### src/rtl/axis_pkg.sv
// axis_pkg: shared defaults and FSM state encoding for the AXI-Stream packet master.
// Contents: default widths/depth used as parameter defaults, and the two-state FSM type.
package axis_pkg;
    localparam int DEF_DATA_W     = 32;
    localparam int DEF_LEN_W      = 8;
    localparam int DEF_FIFO_DEPTH = 4;
    typedef enum logic {IDLE = 1'b0, SEND = 1'b1} state_t;
endpackage

### src/rtl/axis_sync_fifo.sv
// axis_sync_fifo: single-clock first-word-fall-through FIFO feeding the packet output register.
// Ports:
//   aclk, areset_n   clock, synchronous active-low reset (flushes pointers and count)
//   wr_en, wr_data   write strobe/data; a write while full is dropped
//   rd_en            pop the head word (ignored while empty)
//   dout             current head word, valid whenever empty=0
//   count            number of stored words
//   full, empty      decoded from the registered count
module axis_sync_fifo
    import axis_pkg::*;
#(
    parameter int DATA_W     = DEF_DATA_W,
    parameter int FIFO_DEPTH = DEF_FIFO_DEPTH,
    localparam int AW        = $clog2(FIFO_DEPTH)
) (
    input  logic              aclk,
    input  logic              areset_n,
    input  logic              wr_en,
    input  logic [DATA_W-1:0] wr_data,
    input  logic              rd_en,
    output logic [DATA_W-1:0] dout,
    output logic [AW:0]       count,
    output logic              full,
    output logic              empty
);
    logic [DATA_W-1:0] mem [FIFO_DEPTH];
    logic [AW-1:0]     wr_ptr;
    logic [AW-1:0]     rd_ptr;
    logic              do_wr;
    logic              do_rd;

    assign do_wr = wr_en && !full;
    assign do_rd = rd_en && !empty;
    assign full  = count == (AW + 1)'(FIFO_DEPTH);
    assign empty = count == '0;
    assign dout  = mem[rd_ptr];

    // Depth is a power of two, so the pointers wrap by natural overflow.
    always_ff @(posedge aclk) begin
        if (!areset_n) begin
            wr_ptr <= '0;
            rd_ptr <= '0;
            count  <= '0;
        end else begin
            if (do_wr)
                wr_ptr <= wr_ptr + AW'(1);
            if (do_rd)
                rd_ptr <= rd_ptr + AW'(1);
            if (do_wr && !do_rd)
                count <= count + (AW + 1)'(1);
            else if (do_rd && !do_wr)
                count <= count - (AW + 1)'(1);
        end
    end

    always_ff @(posedge aclk) begin
        if (do_wr)
            mem[wr_ptr] <= wr_data;
    end
endmodule

### src/rtl/axis_m_pkt.sv
// axis_m_pkt: AXI-Stream master that sends a packet of pkt_len words taken from an internal FIFO.
// Ports:
//   aclk, areset_n         clock, synchronous active-low reset (abandons any packet)
//   wr_en, wr_data, full   user FIFO write side; writes while full are dropped
//   start, pkt_len         begin a packet of pkt_len beats (sampled only when idle, 0 ignored)
//   busy                   high from accepted start until the finish cycle
//   tvalid, tready, tdata, tlast   AXI-Stream master interface (registered outputs)
//   finish                 one-cycle pulse in the cycle after the final handshake
module axis_m_pkt
    import axis_pkg::*;
#(
    parameter int DATA_W     = DEF_DATA_W,
    parameter int FIFO_DEPTH = DEF_FIFO_DEPTH,
    parameter int LEN_W      = DEF_LEN_W
) (
    input  logic              aclk,
    input  logic              areset_n,
    input  logic              wr_en,
    input  logic [DATA_W-1:0] wr_data,
    output logic              full,
    input  logic              start,
    input  logic [LEN_W-1:0]  pkt_len,
    output logic              busy,
    output logic              tvalid,
    input  logic              tready,
    output logic [DATA_W-1:0] tdata,
    output logic              tlast,
    output logic              finish
);
    localparam int AW = $clog2(FIFO_DEPTH);

    state_t            state;
    state_t            state_n;
    logic [LEN_W-1:0]  beats_left;
    logic [LEN_W-1:0]  beats_n;
    logic [LEN_W-1:0]  load_left;
    logic [LEN_W-1:0]  load_n;
    logic              tvalid_n;
    logic [DATA_W-1:0] tdata_n;
    logic              tlast_n;
    logic              busy_n;
    logic              finish_n;
    logic              hs;
    logic              load;
    logic [DATA_W-1:0] fifo_dout;
    logic              fifo_empty;
    logic [AW:0]       unused_count;

    axis_sync_fifo #(
        .DATA_W     (DATA_W),
        .FIFO_DEPTH (FIFO_DEPTH)
    ) u_fifo (
        .aclk     (aclk),
        .areset_n (areset_n),
        .wr_en    (wr_en),
        .wr_data  (wr_data),
        .rd_en    (load),
        .dout     (fifo_dout),
        .count    (unused_count),
        .full     (full),
        .empty    (fifo_empty)
    );

    // load_left counts words still to be pulled from the FIFO, beats_left counts
    // beats still to be accepted downstream; tlast is tied to the load count so an
    // underrun gap never shifts its position.
    always_comb begin
        state_n  = state;
        beats_n  = beats_left;
        load_n   = load_left;
        tvalid_n = tvalid;
        tdata_n  = tdata;
        tlast_n  = tlast;
        busy_n   = busy;
        finish_n = 1'b0;
        hs       = tvalid && tready;
        load     = (state == SEND) && (!tvalid || tready) && !fifo_empty && (load_left != '0);
        if (state == IDLE) begin
            if (start && pkt_len != '0) begin
                beats_n = pkt_len;
                load_n  = pkt_len;
                busy_n  = 1'b1;
                state_n = SEND;
            end
        end else begin
            if (hs) begin
                beats_n  = beats_left - LEN_W'(1);
                tvalid_n = 1'b0;
                tlast_n  = 1'b0;
                if (tlast) begin
                    finish_n = 1'b1;
                    busy_n   = 1'b0;
                    state_n  = IDLE;
                end
            end
            if (load) begin
                tdata_n  = fifo_dout;
                tvalid_n = 1'b1;
                tlast_n  = load_left == LEN_W'(1);
                load_n   = load_left - LEN_W'(1);
            end
        end
    end

    always_ff @(posedge aclk) begin
        if (!areset_n) begin
            state      <= IDLE;
            beats_left <= '0;
            load_left  <= '0;
            tvalid     <= 1'b0;
            tdata      <= '0;
            tlast      <= 1'b0;
            busy       <= 1'b0;
            finish     <= 1'b0;
        end else begin
            state      <= state_n;
            beats_left <= beats_n;
            load_left  <= load_n;
            tvalid     <= tvalid_n;
            tdata      <= tdata_n;
            tlast      <= tlast_n;
            busy       <= busy_n;
            finish     <= finish_n;
        end
    end
endmodule

### config.mk
export PLATFORM = sky130hd
export DESIGN_NAME = axis_m_pkt
export DESIGN_NICKNAME = d
export VERILOG_FILES = /design/src/rtl/axis_pkg.sv /design/src/rtl/axis_sync_fifo.sv /design/src/rtl/axis_m_pkt.sv
export SDC_FILE = /design/constraint.sdc
export NUM_CORES = 1
export LEC_CHECK = 0
export CAP_MARGIN = 0
export CORE_MARGIN = 3
export CORE_UTILIZATION = 30
export DETAILED_ROUTE_END_ITERATION = 10
export DONT_BUFFER_PORTS = 1
export MAX_ROUTING_LAYER = met4
export PLACE_DENSITY_LB_ADDON = 0.1
export SLEW_MARGIN = 20
export SYNTH_ARGS = -nofsm -noshare
export SYNTH_HDL_FRONTEND = slang
export SYNTH_SLANG_ARGS = --single-unit
### constraint.sdc
create_clock -name aclk -period 3.4 [get_ports aclk]
set_input_delay 0.51 -clock aclk [delete_from_list [all_inputs] [get_ports aclk]]
set_output_delay 0.51 -clock aclk [all_outputs]
set_load 0.01 [all_outputs]
After elaboration in Yosys (flattened, before gate mapping)
Memory sizes are Yosys's and may differ from the RTL's. A register that Yosys moved wholly into a read port is not among the register bits.
Cells that the tools add are included.
Operators by class
  $add $sub $neg: 5
  reduce and logical (&&, ||, !) cells: 27
  equality and inequality tests: 5
  muxes and demuxes: 19
Operator list (number)
  $mux W8: 3
  $reduce_bool A8 Y1: 2
  $mux W1: 14
  $logic_and A1 B1 Y1: 9
  $eq A8 B1 Y1 const B: 1
  $sub A8 B1 Y8 const B: 1
  $logic_not A1 Y1: 6
  $mux W3: 2
  $reduce_and A2 Y1: 3
  $reduce_and A3 Y1: 2
  $reduce_bool A2 Y1: 3
  $add A2 B1 Y2 const B: 2
  $ne A2 B1 Y1 const B: 2
  $add A3 B1 Y3 const B: 1
  $eq A3 B3 Y1 const B: 1
  $logic_not A3 Y1: 1
  $sub A3 B1 Y3 const B: 1
  $ne A2 B2 Y1 const B: 1
  $logic_or A1 B1 Y1: 1
Word-level totals
  bits in writable memories: 128
  word-level logic and storage cells: 66
  flip-flop bits (word level): 20
  memories: 1
  input bits: 45
Memory list
  u_fifo.mem: words 4, bits a word 32, rd ports 1, clocked after memory_dff 1, write ports 1, line axis_sync_fifo.sv:26  | logic [DATA_W-1:0] mem [FIFO_DEPTH];

Depth between registers and ports, before layout
  depth after elaboration: 9
  mapped depth: 13
  depth with buffers taken out: 11

Modules after synthesis
A second synthesis with hierarchy kept.
Second synthesis, totals
  cells, all modules: 461
  area total of the unflattened synthesis: 7106.8 um^2
Modules (own cells, without submodules)
  axis_sync_fifo: times used 1, cells each 215, area each 5147.4 um^2
  axis_m_pkt: times used 1, cells each 246, area each 1959.4 um^2

Worst setup path after synthesis
No wires, ideal clock.
  path type: reg2reg
  start point: reg load_left[2]
  end point: reg u_fifo.count[2]
  data required time: 3.324 ns
  cell stages (with the launch flop): 13
  library setup time: 0.076 ns
  slack: 0.804 ns
  arrival time: 2.521 ns
  cells stage by stage: dfxtp_1 nor4_4 nand3_2 and2_1 buf_6 clkinv_4 buf_6 ha_1 inv_1 fa_1 xor2_1 or3_1 a21boi_0
On the way
  longest elaborated chain between the ends: 6
  elaborated cells on any way between the ends: 8
  classes of those cells: 1 x mux; 7 x reduce/logical
RTL lines
  start, declared: line axis_m_pkt.sv:36  | logic [LEN_W-1:0] load_left;
  start signal, assigned: line axis_m_pkt.sv:118  | load_left <= load_n;
  $reduce_bool A8 Y1 (*): line axis_m_pkt.sv:77  | load = (state == SEND) && (!tvalid || tready) && !fifo_empty && (load_left != '0);
  $logic_and A1 B1 Y1 (*): line axis_m_pkt.sv:77
  $logic_and A1 B1 Y1 (*): line axis_sync_fifo.sv:33  | assign do_rd = rd_en && !empty;
  $logic_not A1 Y1: line axis_sync_fifo.sv:49  | if (do_wr && !do_rd)
  $logic_and A1 B1 Y1: line axis_sync_fifo.sv:49
  $mux W3 / $reduce_bool A2 Y1 (equally long branches)
  end signal, assigned: line axis_sync_fifo.sv:50  | count <= count + (AW + 1)'(1);
  end signal, assigned: line axis_sync_fifo.sv:52  | count <= count - (AW + 1)'(1);
  end, declared: line axis_sync_fifo.sv:22  | output logic [AW:0] count,
Mark *: on every way between the ends. The rest lies on a longest branch, timed or not.
A chain may end at the register's enable or synchronous reset.

Worst setup path in the final report
Same ends and word-level chain as after synthesis.

==> impl_metrics.json <==
{
  "grt_overflow_total": 0,
  "setup_viol": 0,
  "path_class": "flip-flop to flip-flop",
  "clockPowerShare_pct": 33.5,
  "routed_via_density": 4.67,
  "grt_pass1_wl_mm": 23.2,
  "timing.fmax_mhz": 380,
  "slew_violations": 0,
  "relSlewSlack_pct": 32.8,
  "period_share_pct": 77.4,
  "worstSkewPairLatency_ns": 0.42,
  "rsz0062_at_grt": "false",
  "drive_gt1_share_pct": 18.2,
  "worstMarginPinSlew_ns": 1.01,
  "hold_viol": 0,
  "synth_most_common_cell": "edfxtp_1",
  "p_int_uw": 4030,
  "routed_wl_mm": 14.8,
  "cts-root-buf": "clkbuf_16",
  "required_ns": 3.74,
  "synth_common_cells": "edfxtp_1 (128), nand2_1 (78), dfxtp_1 (52), mux4_2 (32), a21boi_1 (30)",
  "ioPinCount": 82,
  "dp_hpwl_mm": 9.02,
  "switching_power_uw": 1590,
  "numCtsBuffers": 17,
  "syn_to_final_growth_pct": 13.1,
  "synth_area_per_cell_sq_um": 15.5,
  "ys.flop_type": "edfxtp_1",
  "hold_slack_ns": 0.176,
  "start_util_pct": 30.7,
  "holdCritPathClass": "primary input to flip-flop",
  "synth_cell_types": 44,
  "synth_cells": 452,
  "wire_per_inst_um": 19.0,
  "die_y_um": 159,
  "grt_usage_pct": 12.4,
  "leakagePower_uw": 0.00255,
  "ctsResizeCount": 0,
  "grt_antenna_before_repair": 0,
  "status": "completed",
  "fin_tns_setup_ns": 0,
  "endpoint_kind": "flip-flop",
  "max_stage_delay_ns": 0.41,
  "antennaDiodeCount": 0,
  "drc": 0,
  "syn_area_sq_mm": 0.00702,
  "cts_num_sinks": 180,
  "drtPass1Iterations": 4,
  "yosysTopAreaCell": "edfxtp_1",
  "period_minus_slack_ns": 2.63,
  "switching_share_pct": 28.3,
  "htree_levels": 4,
  "cts_tree": "yes",
  "power_density_mw_per_mm2": 708,
  "clk_pin_slew_worst_paths_ns": 0.08,
  "cts_hold_buf": 0,
  "fp.dieW_um": 159,
  "place_congestion": 0.724,
  "stdcell_count": 781,
  "fin_ws_ns": 0.769,
  "ant_nets": 0,
  "cp_slowest_cell": "nor4_4",
  "synth_area_leaders": "edfxtp_1 (55%), dfxtp_1 (15%), mux4_2 (10%)",
  "p_comb_share_pct": 16.0,
  "synth-edff-count": 128,
  "crit_chain": "nor4_4 -> nand3_2 -> and2_2 -> clkinv_4 -> ha_1 -> inv_1 -> fa_1 -> xor2_1 -> or3_1 -> a21boi_0",
  "startpoint_type": "flip-flop",
  "async_flop_share_pct": 0,
  "fill_cells": 2206,
  "dpl.cell_count": 749,
  "clockBufferDepth": 2,
  "grt_max_degree": 58,
  "clock_skew_ns": 0.0106,
  "synth_top_area_share_pct": 54.8,
  "pre_cts_ws_ns": 0.806,
  "grt_pass1_vias": 3865,
  "die_area_sq_mm": 0.0253,
  "placement.io_buffers": 0,
  "seqPwrFrac_pct": 50.5,
  "critPathMaxFanout": 6,
  "fin_nets": 509,
  "std_cell_rows": 55,
  "syn_nets": 506,
  "drt_iter0_markers": 221,
  "ir_worst_vdd_mv": 0.281,
  "worstPathArrival_ns": 2.97,
  "synth_seq_cells": 180,
  "cts_setup_buffers": 0,
  "yosysSeqAreaShare_pct": 69.6,
  "drv_cap": 0,
  "synth_warnings": 0,
  "core-area_sq_mm": 0.0228,
  "vias": 3651
}
worst max-delay path: cells and delay by family (launching register included):
| kind | cells | cell delay (ns) |
|---|---|---|
| AND/OR/NAND/NOR | 4 | 1.15 |
| adder cells (fa/ha/maj) | 2 | 0.53 |
| flip-flops | 1 | 0.38 |
| XOR/XNOR | 1 | 0.19 |
| AO/OA/AOI/OAI | 1 | 0.19 |
| buffers and inverters | 2 | 0.11 |
per-layer routing:
metal	share of wire, %	vias up	global-route usage [%]
met3	7.0	9	4.84
met1	44	1859	15.5
met5	0	-	-
met2	48	101	19.3
li1	-	1682	-
met4	0.88	0	2.75
state kept, by name (all words and copies together), names as in the netlist:
name / flops
u_fifo.mem: 128
tdata: 32
load_left: 8
u_fifo.count: 3
u_fifo.rd_ptr: 2
u_fifo.wr_ptr: 2
busy: 1
finish: 1
state: 1
tlast: 1
tvalid: 1
power groups by stage:
stage                     clock (uW)  combinational (uW)  sequential [uW]
after CTS                       1950                 927             2850
after detailed placement           0                 922             2900
after global placement             0                 905             2890
final                           1880                 899             2840
after floorplan                    0                 733             2830
after global routing            2040                1010             2880
path summary, 6_finish.rpt:
path / from / end / slack, ns / cells after the start
max: load_left[2] / u_fifo.count[2] / 0.77 / 10
min: wr_data[23] / u_fifo.mem[0][23] / 0.18 / 0
min reg2reg: load_left[7] / load_left[7] / 0.47 / 2
max reg2reg: load_left[2] / u_fifo.count[2] / 0.77 / 10
metrics by stage:
stage | power (uW) | util (%) | cell area [sq um]
final | 5620 | 34.7 | 7940
after global routing | 5930 | 34.7 | 7940
after CTS | 5720 | 34.7 | 7940
after detailed placement | 3820 | 32.3 | 7370
after global placement | 3790 | 32.3 | 7370
after floorplan | 3560 | - | 7020
kinds of logic after synthesis:
family                     Yosys count  synth area share, %
DFF                                180                 69.6
and+or+nand+nor                    121                 8.02
AOI/OAI and AO/OA                   65                 6.76
buffers and inverters               37                 2.59
muxes                               35                 10.7
adders and majority gates            9                 1.71
xor gates and xnor gates             5                0.624
layout make-up:
type                            count  area, sq um  share of cell area [%]
Clock buffer                       17          425                    5.36
Clock inverter                     15          141                    1.78
Inverter                           11         46.3                   0.583
Multi-Input combinational cell    235         1960                    24.7
Sequential cell                   180         4890                    61.6
Tap cell                          313          392                    4.93
Timing Repair Buffer               10         87.6                    1.10
cells in the final DEF, fill, tap and decap left out, types with 2 or more instances in the layout:
cell type,instances
a211o_1,2
a21boi_0,7
a21boi_1,30
a21oi_1,8
and2_1,5
and2_2,5
and3_1,2
buf_4,9
clkbuf_16,17
clkinv_2,2
clkinv_4,2
clkinv_8,2
dfxtp_1,50
dfxtp_2,2
edfxtp_1,128
ha_1,8
inv_1,10
inv_6,6
inv_8,3
mux2i_1,3
mux4_2,32
nand2_1,78
nand2b_1,4
nand3_1,4
nor2_1,7
nor2b_1,6
nor4_1,2
o21ai_0,5
o22ai_1,2
o2bb2ai_1,3
o311a_1,2
xnor2_1,4
(Power assumes the default switching activity.)
